--- src/rtl/ifmap_pkg.sv ---
// Shared types and constants for the ifmap stream controller.
package ifmap_pkg;

  typedef enum logic [1:0] {
    StIdle,
    StScan,
    StDrain,
    StDone
  } state_e;

  localparam int unsigned DefRowTagW = 4;
  localparam int unsigned DefColTagW = 5;

  // Tag layout at the default widths: {row, col}
  typedef struct packed {
    logic [DefRowTagW-1:0] row;
    logic [DefColTagW-1:0] col;
  } ifmap_tag_t;

  localparam logic PAD_SKIP = 1'b0;
  localparam logic PAD_EMIT = 1'b1;

endpackage

--- src/rtl/ifmap_out_fifo.sv ---
// Synchronous FIFO holding {data,tag} entries; push and pop may coincide at any occupancy.
module ifmap_out_fifo #(
  parameter int unsigned DEPTH = 4,
  parameter int unsigned WIDTH = 8,
  localparam int unsigned PTR_W = (DEPTH > 1) ? $clog2(DEPTH) : 1,
  localparam int unsigned CNT_W = $clog2(DEPTH + 1)
) (
  input  logic             clk,
  input  logic             rst_n,
  input  logic             push,
  input  logic [WIDTH-1:0] wdata,
  input  logic             pop,
  output logic [WIDTH-1:0] rdata,
  output logic [CNT_W-1:0] count
);

  logic [WIDTH-1:0] mem_q [DEPTH];
  logic [PTR_W-1:0] wr_ptr_q, rd_ptr_q;
  logic [CNT_W-1:0] count_q, count_d;
  logic             do_push, do_pop;

  assign do_pop  = pop && (count_q != '0);
  // A pop frees the slot, so a push into a full FIFO is accepted in the same cycle.
  assign do_push = push && ((count_q != CNT_W'(DEPTH)) || do_pop);

  // Occupancy next-state
  always_comb begin
    count_d = count_q;
    if (do_push && !do_pop) begin
      count_d = count_q + CNT_W'(1);
    end else if (!do_push && do_pop) begin
      count_d = count_q - CNT_W'(1);
    end
  end

  // Pointer and count registers
  always_ff @(posedge clk or negedge rst_n) begin
    if (!rst_n) begin
      wr_ptr_q <= '0;
      rd_ptr_q <= '0;
      count_q  <= '0;
    end else begin
      count_q <= count_d;
      if (do_push) begin
        wr_ptr_q <= (wr_ptr_q == PTR_W'(DEPTH - 1)) ? '0 : wr_ptr_q + PTR_W'(1);
      end
      if (do_pop) begin
        rd_ptr_q <= (rd_ptr_q == PTR_W'(DEPTH - 1)) ? '0 : rd_ptr_q + PTR_W'(1);
      end
    end
  end

  // Storage write
  always_ff @(posedge clk) begin
    if (do_push) begin
      mem_q[wr_ptr_q] <= wdata;
    end
  end

  // Head is forced to zero when empty so outputs are clean after reset.
  assign rdata = (count_q != '0) ? mem_q[rd_ptr_q] : '0;
  assign count = count_q;

endmodule

--- src/rtl/ifmap_stream_ctrl.sv ---
// Ifmap fetch engine: scans one pass, issues GLB reads or zero-pad words, and streams tagged
// words out through a credit-limited FIFO.
module ifmap_stream_ctrl
  import ifmap_pkg::*;
#(
  parameter int unsigned DATA_W     = 16,
  parameter int unsigned ADDR_W     = 16,
  parameter int unsigned GLB_LAT    = 2,
  parameter int unsigned FIFO_DEPTH = 4,
  parameter int unsigned ROW_TAG_W  = DefRowTagW,
  parameter int unsigned COL_TAG_W  = DefColTagW
) (
  input  logic                           i_clk,
  input  logic                           i_rst_n,
  input  logic                           i_start,
  input  logic [5:0]                     i_iter_cnt,
  input  logic [7:0]                     i_layer_HW,
  input  logic [2:0]                     i_layer_U,
  input  logic [1:0]                     i_layer_PAD,
  input  logic [4:0]                     i_layer_e,
  input  logic [2:0]                     i_layer_q,
  input  logic [3:0]                     i_layer_s,
  input  logic [7:0]                     i_c_base,
  input  logic [ROW_TAG_W-1:0]           i_row_tag,
  input  logic                           i_pad_mode,
  output logic                           o_busy,
  output logic                           o_done,
  output logic                           o_glb_en,
  output logic [ADDR_W-1:0]              o_glb_ra,
  input  logic [DATA_W-1:0]              i_glb_rdata,
  output logic                           o_ifmap_valid,
  input  logic                           i_ifmap_ready,
  output logic [DATA_W-1:0]              o_ifmap_data,
  output logic [ROW_TAG_W+COL_TAG_W-1:0] o_ifmap_tag
);

  localparam int unsigned TAG_W   = ROW_TAG_W + COL_TAG_W;
  localparam int unsigned ENTRY_W = DATA_W + TAG_W;
  localparam int unsigned FCNT_W  = $clog2(FIFO_DEPTH + 1);
  localparam int unsigned PCNT_W  = $clog2(GLB_LAT + 1);

  if ((GLB_LAT < 1) || (FIFO_DEPTH < GLB_LAT + 1)) begin : g_param_check
    $error("ifmap_stream_ctrl: need GLB_LAT >= 1 and FIFO_DEPTH >= GLB_LAT+1");
  end

  state_e state_q, state_d;

  // Pass configuration latched on start
  logic [5:0]           iter_q;
  logic [7:0]           hw_q;
  logic [2:0]           u_q;
  logic [1:0]           pad_q;
  logic [4:0]           e_q;
  logic [2:0]           q_q;
  logic [3:0]           s_q;
  logic [7:0]           c_base_q;
  logic [ROW_TAG_W-1:0] row_tag_q;
  logic                 pad_mode_q;

  logic [3:0] cnt_w_q;
  logic [2:0] cnt_c_q;
  logic [8:0] cnt_h_q;

  // Delay line mirroring the GLB read latency; zero flag marks synthesised pad words
  logic [GLB_LAT-1:0] pipe_vld_q;
  logic [GLB_LAT-1:0] pipe_zero_q;
  logic [TAG_W-1:0]   pipe_tag_q [GLB_LAT];
  logic [PCNT_W-1:0]  pipe_cnt;

  logic [8:0]        col, hw_end, last_row;
  logic              is_pad, last_w, last_c, last_h, last_pos;
  logic [ADDR_W-1:0] glb_addr;
  logic [TAG_W-1:0]  cur_tag;
  logic              credit_ok, drain_empty;
  logic              advance, issue, glb_en, done;

  logic              fifo_push, fifo_pop;
  logic [ENTRY_W-1:0] fifo_wdata, fifo_rdata;
  logic [FCNT_W-1:0] fifo_cnt;

  assign col      = 9'(cnt_w_q) + 9'(u_q) * 9'(iter_q);
  assign hw_end   = 9'(hw_q) + 9'(pad_q);
  assign last_row = (9'(e_q) - 9'd1) * 9'(u_q) + 9'(s_q) - 9'd1;
  assign is_pad   = (cnt_h_q < 9'(pad_q)) || (cnt_h_q >= hw_end) ||
                    (col < 9'(pad_q)) || (col >= hw_end);
  assign last_w   = (cnt_w_q == s_q - 4'd1);
  assign last_c   = (cnt_c_q == q_q - 3'd1);
  assign last_h   = (cnt_h_q == last_row);
  assign last_pos = last_w && last_c && last_h;

  // Wrapped subtractions only occur on padded positions, where the address is unused.
  assign glb_addr = ADDR_W'(9'(c_base_q) + 9'(cnt_c_q)) * ADDR_W'(hw_q) * ADDR_W'(hw_q) +
                    ADDR_W'(cnt_h_q - 9'(pad_q)) * ADDR_W'(hw_q) +
                    ADDR_W'(col - 9'(pad_q));
  assign cur_tag  = {row_tag_q, COL_TAG_W'(cnt_h_q + 9'd1)};

  // Words currently held in the delay line
  always_comb begin
    pipe_cnt = '0;
    for (int i = 0; i < GLB_LAT; i++) begin
      pipe_cnt = pipe_cnt + PCNT_W'(pipe_vld_q[i]);
    end
  end

  assign credit_ok   = (32'(pipe_cnt) + 32'(fifo_cnt)) < 32'(FIFO_DEPTH);
  // Leave DRAIN as the final word is popped so o_done lands in the following cycle.
  assign drain_empty = (pipe_cnt == '0) &&
                       ((fifo_cnt == '0) || ((fifo_cnt == FCNT_W'(1)) && fifo_pop));

  // Next-state and per-position issue decision
  always_comb begin
    state_d = state_q;
    advance = 1'b0;
    issue   = 1'b0;
    glb_en  = 1'b0;
    done    = 1'b0;
    unique case (state_q)
      StIdle: begin
        if (i_start) state_d = StScan;
      end
      StScan: begin
        if (is_pad && (pad_mode_q != PAD_EMIT)) begin
          advance = 1'b1;
        end else if (credit_ok) begin
          advance = 1'b1;
          issue   = 1'b1;
          glb_en  = !is_pad;
        end
        if (advance && last_pos) state_d = StDrain;
      end
      StDrain: begin
        if (drain_empty) state_d = StDone;
      end
      StDone: begin
        done    = 1'b1;
        state_d = StIdle;
      end
      default: state_d = StIdle;
    endcase
  end

  // FSM state register
  always_ff @(posedge i_clk or negedge i_rst_n) begin
    if (!i_rst_n) state_q <= StIdle;
    else          state_q <= state_d;
  end

  // Configuration latch and W/C/H scan counters
  always_ff @(posedge i_clk or negedge i_rst_n) begin
    if (!i_rst_n) begin
      iter_q     <= '0;
      hw_q       <= '0;
      u_q        <= '0;
      pad_q      <= '0;
      e_q        <= '0;
      q_q        <= '0;
      s_q        <= '0;
      c_base_q   <= '0;
      row_tag_q  <= '0;
      pad_mode_q <= PAD_SKIP;
      cnt_w_q    <= '0;
      cnt_c_q    <= '0;
      cnt_h_q    <= '0;
    end else if ((state_q == StIdle) && i_start) begin
      iter_q     <= i_iter_cnt;
      hw_q       <= i_layer_HW;
      u_q        <= i_layer_U;
      pad_q      <= i_layer_PAD;
      e_q        <= i_layer_e;
      q_q        <= i_layer_q;
      s_q        <= i_layer_s;
      c_base_q   <= i_c_base;
      row_tag_q  <= i_row_tag;
      pad_mode_q <= i_pad_mode;
      cnt_w_q    <= '0;
      cnt_c_q    <= '0;
      cnt_h_q    <= '0;
    end else if (advance) begin
      if (!last_w) begin
        cnt_w_q <= cnt_w_q + 4'd1;
      end else begin
        cnt_w_q <= '0;
        if (!last_c) begin
          cnt_c_q <= cnt_c_q + 3'd1;
        end else begin
          cnt_c_q <= '0;
          cnt_h_q <= cnt_h_q + 9'd1;
        end
      end
    end
  end

  // Latency-matched delay line
  always_ff @(posedge i_clk or negedge i_rst_n) begin
    if (!i_rst_n) begin
      pipe_vld_q  <= '0;
      pipe_zero_q <= '0;
      for (int i = 0; i < GLB_LAT; i++) pipe_tag_q[i] <= '0;
    end else begin
      pipe_vld_q[0]  <= issue;
      pipe_zero_q[0] <= is_pad;
      pipe_tag_q[0]  <= cur_tag;
      for (int i = 1; i < GLB_LAT; i++) begin
        pipe_vld_q[i]  <= pipe_vld_q[i-1];
        pipe_zero_q[i] <= pipe_zero_q[i-1];
        pipe_tag_q[i]  <= pipe_tag_q[i-1];
      end
    end
  end

  assign fifo_push  = pipe_vld_q[GLB_LAT-1];
  assign fifo_wdata = {(pipe_zero_q[GLB_LAT-1] ? {DATA_W{1'b0}} : i_glb_rdata),
                       pipe_tag_q[GLB_LAT-1]};
  assign fifo_pop   = o_ifmap_valid && i_ifmap_ready;

  ifmap_out_fifo #(
    .DEPTH (FIFO_DEPTH),
    .WIDTH (ENTRY_W)
  ) u_out_fifo (
    .clk   (i_clk),
    .rst_n (i_rst_n),
    .push  (fifo_push),
    .wdata (fifo_wdata),
    .pop   (fifo_pop),
    .rdata (fifo_rdata),
    .count (fifo_cnt)
  );

  assign o_busy        = (state_q != StIdle);
  assign o_done        = done;
  assign o_glb_en      = glb_en;
  assign o_glb_ra      = glb_en ? glb_addr : '0;
  assign o_ifmap_valid = (fifo_cnt != '0);
  assign o_ifmap_data  = fifo_rdata[ENTRY_W-1:TAG_W];
  assign o_ifmap_tag   = fifo_rdata[TAG_W-1:0];

endmodule

--- config.mk ---
export PLATFORM = sky130hd
export DESIGN_NAME = ifmap_stream_ctrl
export DESIGN_NICKNAME = d
export VERILOG_FILES = /design/src/rtl/ifmap_pkg.sv /design/src/rtl/ifmap_out_fifo.sv /design/src/rtl/ifmap_stream_ctrl.sv
export SDC_FILE = /design/constraint.sdc
export NUM_CORES = 1
export LEC_CHECK = 0
export BUFFER_PORTS_ARGS = -buffer_cell sky130_fd_sc_hd__buf_4
export CORE_UTILIZATION = 55
export DETAILED_ROUTE_END_ITERATION = 12
export PLACE_DENSITY = 0.83
export SLEW_MARGIN = 20
export SYNTH_ARGS = -nofsm -noshare
export SYNTH_HDL_FRONTEND = slang
export SYNTH_SLANG_ARGS = --single-unit
--- constraint.sdc ---
create_clock -name i_clk -period 11.1 [get_ports i_clk]
set_input_delay 1.11 -clock i_clk [delete_from_list [all_inputs] [get_ports i_clk]]
set_output_delay 1.11 -clock i_clk [all_outputs]
set_load 0.05 [all_outputs]
# [After elaboration in Yosys (flattened, before gate mapping)]
# Memory sizes are Yosys's and may differ from the RTL's.
# Cells that the tools add are included.
# W data, S select, Z words.
[word_totals] mem_count=1 register_bits=91 mem_bits_rw=100 in_bits=64 word_cells=133
[memory_table] memory="u_out_fifo.mem_q" words=4 width=25 rd=1 rd_clocked_by_memory_dff=0 write_ports=1 line="ifmap_out_fifo.sv:17" source="logic [WIDTH-1:0] mem_q [DEPTH];"
[classes] add_sub_neg=21 n_lt_le_gt_ge=5 mux=34 bitwise=1 eq_ne=13 n_reduce_logical=32 n_mul=5
[ops] operator="$mux W9" count=4
[ops] operator="$add A16 B16 Y16" count=2
[ops] operator="$mux W16" count=2
[ops] operator="$mux W25" count=1
[ops] operator="$sub A9 B2 Y10" count=2
[ops] operator="$ge A9 B9 Y1" count=2
[ops] operator="$lt A9 B2 Y1" count=2
[ops] operator="$mux W3" count=6
[ops] operator="$mul A10 B9 Y16" count=1
[ops] operator="$mul A16 B8 Y16" count=1
[ops] operator="$mul A9 B8 Y16" count=1
[ops] operator="$logic_and A1 B1 Y1" count=12
[ops] operator="$mux W1" count=12
[ops] operator="$mux W4" count=3
[ops] operator="$mux W2" count=5
[ops] operator="$reduce_bool A2 Y1" count=5
[ops] operator="$add A4 B9 Y9" count=1
[ops] operator="$add A8 B2 Y9" count=1
[ops] operator="$add A8 B3 Y9" count=1
[ops] operator="$add A9 B1 Y9 const B" count=1
[ops] operator="$add A9 B4 Y9" count=1
[ops] operator="$eq A9 B9 Y1" count=1
[ops] operator="$mul A3 B6 Y9" count=1
[ops] operator="$mul A6 B4 Y9" count=1
[ops] operator="26 further kinds" count=42

# [Depth between registers and ports, before layout]
[logic_depth] word_depth=11 ltp_mapped=39

# [By module]
# From an unflattened synthesis, not the netlist that was laid out.
[hier_totals] cells_unflattened=1837 hier_area_um2=18763.0
[modules_own_cells] mod="ifmap_stream_ctrl" n_inst=1 seq_area_each_um2=2102.0 cells_each=1643 area_each_um2=14545.2
[modules_own_cells] mod="ifmap_out_fifo" n_inst=1 seq_area_each_um2=3178.0 cells_each=194 area_each_um2=4217.8

# [Worst setup path after synthesis]
# Ideal clock, no wire load.
[synth_timing] path_type="register -> output" start="register cnt_c_q[0]" end="output port o_glb_ra[15]" slack_ps=-804 path_stages_with_launch=35 path_buffers=0 t_required_ps=9990 arrival_time_ps=10794 path_cell_list="dfrtp_1 ha_1 inv_1 fa_1 nor2b_1 o21ai_1 xnor2_1 nand2_1 fa_1 inv_1 fa_1 inv_1 fa_1 fa_1 inv_1 ha_1 o21a_1 a211o_1 a2111oi_0 or3_1 nand2_1 fa_1 fa_1 fa_1 fa_1 fa_1 fa_1 xor2_1 xnor2_1 xnor2_4 xnor3_1 xnor3_1 xnor3_1 xnor2_1 nor2_1"
[synth_between] elab_chain_len=6
[synth_lines] element="start: declaration" line="ifmap_stream_ctrl.sv:61" source="logic [2:0] cnt_c_q;"
[synth_lines] element="start signal: assignment" line="ifmap_stream_ctrl.sv:184" source="cnt_c_q <= cnt_c_q + 3'd1;"
[synth_lines] element="$add A8 B3 Y9" line="ifmap_stream_ctrl.sv:92" source="assign glb_addr = ADDR_W'(9'(c_base_q) + 9'(cnt_c_q)) * ADDR_W'(hw_q) * ADDR_W'(hw_q) +"
[synth_lines] element="$mul A9 B8 Y16" line="ifmap_stream_ctrl.sv:92"
[synth_lines] element="$mul A16 B8 Y16" line="ifmap_stream_ctrl.sv:92"
[synth_lines] element="$add A16 B16 Y16" line="ifmap_stream_ctrl.sv:92"
[synth_lines] element="$add A16 B16 Y16" line="ifmap_stream_ctrl.sv:93" source="ADDR_W'(cnt_h_q - 9'(pad_q)) * ADDR_W'(hw_q) +"
[synth_lines] element="$mux W16" line="ifmap_stream_ctrl.sv:232" source="assign o_glb_ra = glb_en ? glb_addr : '0;"
[synth_lines] element="end: declaration" line="ifmap_stream_ctrl.sv:29" source="output logic [ADDR_W-1:0] o_glb_ra,"
# No other way between the ends.

# [Final worst setup path]
[layout_timing] start="register c_base_q[0]" end="output port o_glb_ra[15]"
[layout_between] elab_chain_len=6
[layout_lines] element="start: declaration" line="ifmap_stream_ctrl.sv:56" source="logic [7:0] c_base_q;"
[layout_lines] element="start signal: assignment" line="ifmap_stream_ctrl.sv:172" source="c_base_q <= i_c_base;"
[layout_lines] element="$add A8 B3 Y9" line="ifmap_stream_ctrl.sv:92"
[layout_lines] element="$mul A9 B8 Y16" line="ifmap_stream_ctrl.sv:92"
[layout_lines] element="$mul A16 B8 Y16" line="ifmap_stream_ctrl.sv:92"
[layout_lines] element="$add A16 B16 Y16" line="ifmap_stream_ctrl.sv:92"
[layout_lines] element="$add A16 B16 Y16" line="ifmap_stream_ctrl.sv:93"
[layout_lines] element="$mux W16" line="ifmap_stream_ctrl.sv:232"
# No other way between the ends.

==> out/qor.txt <==
Slew Viols, Final -> 0
Post-route ant nets -> 0
Combinational power share -> 47.0%
Fillers -> 2487
Sequential-to-total area share from yosys stat -> 27.78%
Cell mode on critical path -> fa_1
CP top delay family -> adder cells
Post-Route WL -> 43850 microns
Gpl congestion -> 0.8690
Crit Path Max Fanout -> 7
DRT iter0 DRCs -> 863
Syn_area_per_cell -> 10.12 sq um
Final Hold Fails -> 0
Status -> complete, but fails checks
Min-delay src -> pipe_tag_q[12]$_DFF_PN0_
Post-synth EDFFs -> 100
Compound-gate portion of the synthesized area -> 5.760%
RR Startpoint -> u_q[0]$_DFFE_PN0P_
Largest family of logic cells by synthesized area -> adder cells
Critical Path Source Type -> flip-flop
CTS buffer count -> 17
Commonest non-fill, non-tap cells in the layout -> inv_1, nand2_1, fa_1, buf_4, ha_1
Net Sw Frac -> 41.06%
Post-Synth Simple-Gate Area -> 16.29%
Clock Skew -> 0.01428 ns
Initial Util -> 56.26%
Synth Area in Adders -> 34.08%
Worst setup EP type -> output pin
# diodes -> 0
Detailed-router iteration count before antenna repair -> 5
Top-level I/O count -> 109
Die area -> 0.03530 sq mm
Clock power share -> 20.5%
Final min period -> 11.35 ns
Place WS -> -0.5540 ns
Synth Instances -> 1878
Max cap viols -> 0
Failing checks -> setup timing
Clk_lat worst skew -> 0.44 ns
Unique masters post-synth -> 77
Crit path kind -> flip-flop to output pin
Core Box Area -> 0.03378 sq mm
Sink Count -> 191
Top FF cell, synth -> edfxtp_1
Worst EP arrival -> 10.24 ns
Die Width -> 187.9 microns
Peak VDD IR -> 0.2326 mV
Worst-Margin Slew -> 0.9332 ns
CP bufs+invs -> 7
Reg2reg setup slack -> 5.87 ns
Worst path max stage delay -> 0.57 ns
Max Root-Sink Buffers -> 2
Pwr/cell area -> 135.1 mW/mm^2
Relative slew slack -> 37.34%
Number of global-route vias before repair -> 15.11k
First-pass GRT wire length -> 73000 microns
Largest net degree at the start of global routing -> 80
Worst r2r path cells -> 17
GRT Total Usage -> 25.80%
Layout area overhead -> 14.39%
Port-buffer cells -> 108
Hold_buf cts -> 0
RR Endpoint -> cnt_h_q[7]$_DFFE_PN0P_
Mapped Nets -> 2327
P_int -> 1.731 mW
Hold Slack -> 0.3518 ns
Yosys Warn Count -> 0
Lkg Pwr -> 10.15 nW
Hold Path End -> fifo_wdata[3]$_DFF_PN0_
Nets -> 2487
Seq cells post-synth -> 191
Period utilisation layout -> 102.3%
Count of final setup violators -> 3
Vias -> 13.80k
CP max stage cell -> fa_1
Flop pwr share -> 32.5%
Most common cell after layout, fill and taps aside -> inv_1
# H-tree levels -> 4
Async SR Flop Fraction -> 47.64%
Site Rows -> 67
CTS tree -> built
Xor/xnor share of the synthesized area -> 5.043%
Remaining routing DRC violations -> 0
HPWL Detailed -> 32080 microns
GRT overflow -> 0
Switching pwr -> 1.206 mW
Mux cell area share after synthesis -> 3.186%
Vias per inst -> 5.525
Ratio of cells with drive above 1 in the final layout -> 16.49%
Mapped cell area -> 0.01901 sq mm
Drt wl/cell -> 17.55 microns
Class of the worst hold path -> flip-flop to flip-flop
Final worst setup slack -> -0.2523 ns
RSZ-0062 raised after global routing -> true
Die Height -> 187.9 microns
Hold Crit Depth -> 0
Initial antenna violation count -> 0
Worst Path Required -> 9.99 ns
CTS Root Cell -> clkbuf_16
Reg clk slew, reported paths -> 0.08 ns
Fmax -> 88.09 MHz
-- worst max path at each step --
stage | from | end | slack [ns] | cells after the start
finish | c_base_q[0]$_DFFE_PN0P_ | o_glb_ra[15] | -0.25 | 37
global route | c_base_q[0]$_DFFE_PN0P_ | o_glb_ra[15] | -0.60 | 37
CTS | cnt_c_q[0]$_DFFE_PN0P_ | o_glb_ra[15] | -0.12 | 37
detailed placement | c_base_q[0]$_DFFE_PN0P_ | o_glb_ra[15] | -0.55 | 39
global placement | c_base_q[0]$_DFFE_PN0P_ | o_glb_ra[15] | -0.30 | 36
floorplan | cnt_c_q[0]$_DFFE_PN0P_ | o_glb_ra[15] | -0.40 | 33
-- kinds of logic after synthesis --
family,Yosys count
mux,29
buf+inv,386
fa+ha+maj,385
simple gates,623
flops,191
compound gates,163
xor+xnor,101
-- layer usage --
layer  track usage [%]  routed length, microns
met1             32.40                   17980
met2             45.90                   22300
met3             3.406                    2212
met4             8.599                    1365
met5                 0                       0
-- worst register-to-register path: cells and delay by family, from the launching register on --
kind | cells | cell delay (ns)
AOI/OAI and AO/OA | 7 | 1.77
adders and majority gates | 4 | 1.67
DFF | 1 | 0.58
and+or+nand+nor | 3 | 0.45
buffers and inverters | 2 | 0.34
muxes | 1 | 0.33
-- layout make-up --
class	count	area, sq um	area share [%]
clock buffer	17	425.4	1.957
clock inverter	14	156.4	0.7194
inverter	321	1205	5.542
multi-input combinational	1301	12530	57.64
sequential	191	5281	24.29
tap	448	560.5	2.578
timing repair buffer	206	1580	7.269
-- per-stage QoR --
stage | instance area, sq um | std cells | TNS, ns | util (%) | total power [mW]
after floorplan | 19030 | 1878 | -0.3965 | - | 1.898
after global placement | 20700 | 2448 | -0.3032 | 61.28 | 2.246
after detailed placement | 20700 | 2448 | -0.6344 | 61.28 | 2.308
after CTS | 21610 | 2493 | -0.1646 | 63.96 | 2.943
after global routing | 21740 | 2498 | -2.068 | 64.35 | 3.091
final | 21740 | 2498 | -0.3354 | 64.35 | 2.936
-- timing repair --
item,CTS,global route
setup endpoints to repair,5,5
gates resized for setup,48,19
buffers inserted,15,5
pin swaps,57,32
endpoints found under the hold margin,0,0
-- registers in the layout, summed over array words and instances (netlist names), 3 cells and up --
| signal | cells |
|---|---|
| q_q | 3 |
| row_tag_q | 4 |
| cnt_h_q | 9 |
| fifo_wdata | 9 |
| pipe_tag_q | 9 |
| u_q | 3 |
| c_base_q | 8 |
| s_q | 4 |
| hw_q | 8 |
| cnt_w_q | 4 |
| e_q | 5 |
| u_out_fifo.mem_q | 100 |
| iter_q | 6 |
| cnt_c_q | 3 |
| u_out_fifo.count | 3 |
-- power groups by stage --
stage | logic (mW) | clock network [mW] | registers (mW)
after CTS | 1.38 | 0.610 | 0.954
after global placement | 1.30 | 0 | 0.949
after global routing | 1.49 | 0.639 | 0.964
final | 1.38 | 0.602 | 0.954
after floorplan | 0.975 | 0 | 0.923
after detailed placement | 1.35 | 0 | 0.963
-- synth_stat cells (all sizes together) (3+ instances only) --
cell / number / area share, %
clkbuf: 58 / 1.1
or4: 10 / 0.43
xnor2: 68 / 3.2
o31ai: 10 / 0.39
fa: 221 / 23
ha: 164 / 11
and3: 10 / 0.34
a311oi: 5 / 0.23
dfrtp: 91 / 12
a31oi: 3 / 0.099
nand2b: 19 / 0.66
o211ai: 5 / 0.20
nor2b: 46 / 1.5
xor2: 29 / 1.3
nor2: 44 / 0.88
a21oi: 39 / 1.0
nor3b: 5 / 0.20
buf: 7 / 0.38
a211oi: 7 / 0.28
o21ai: 42 / 1.2
nand2: 280 / 5.5
edfxtp: 100 / 16
o21a: 5 / 0.20
xnor3: 4 / 0.47
nor4: 3 / 0.099
a21o: 21 / 0.83
inv: 321 / 6.3
or3: 10 / 0.33
nand4: 7 / 0.26
and2: 138 / 4.6
nand3: 17 / 0.45
mux4: 25 / 3.0
nor3: 25 / 0.66
No activity file was read; power rests on OpenSTA's default activity.
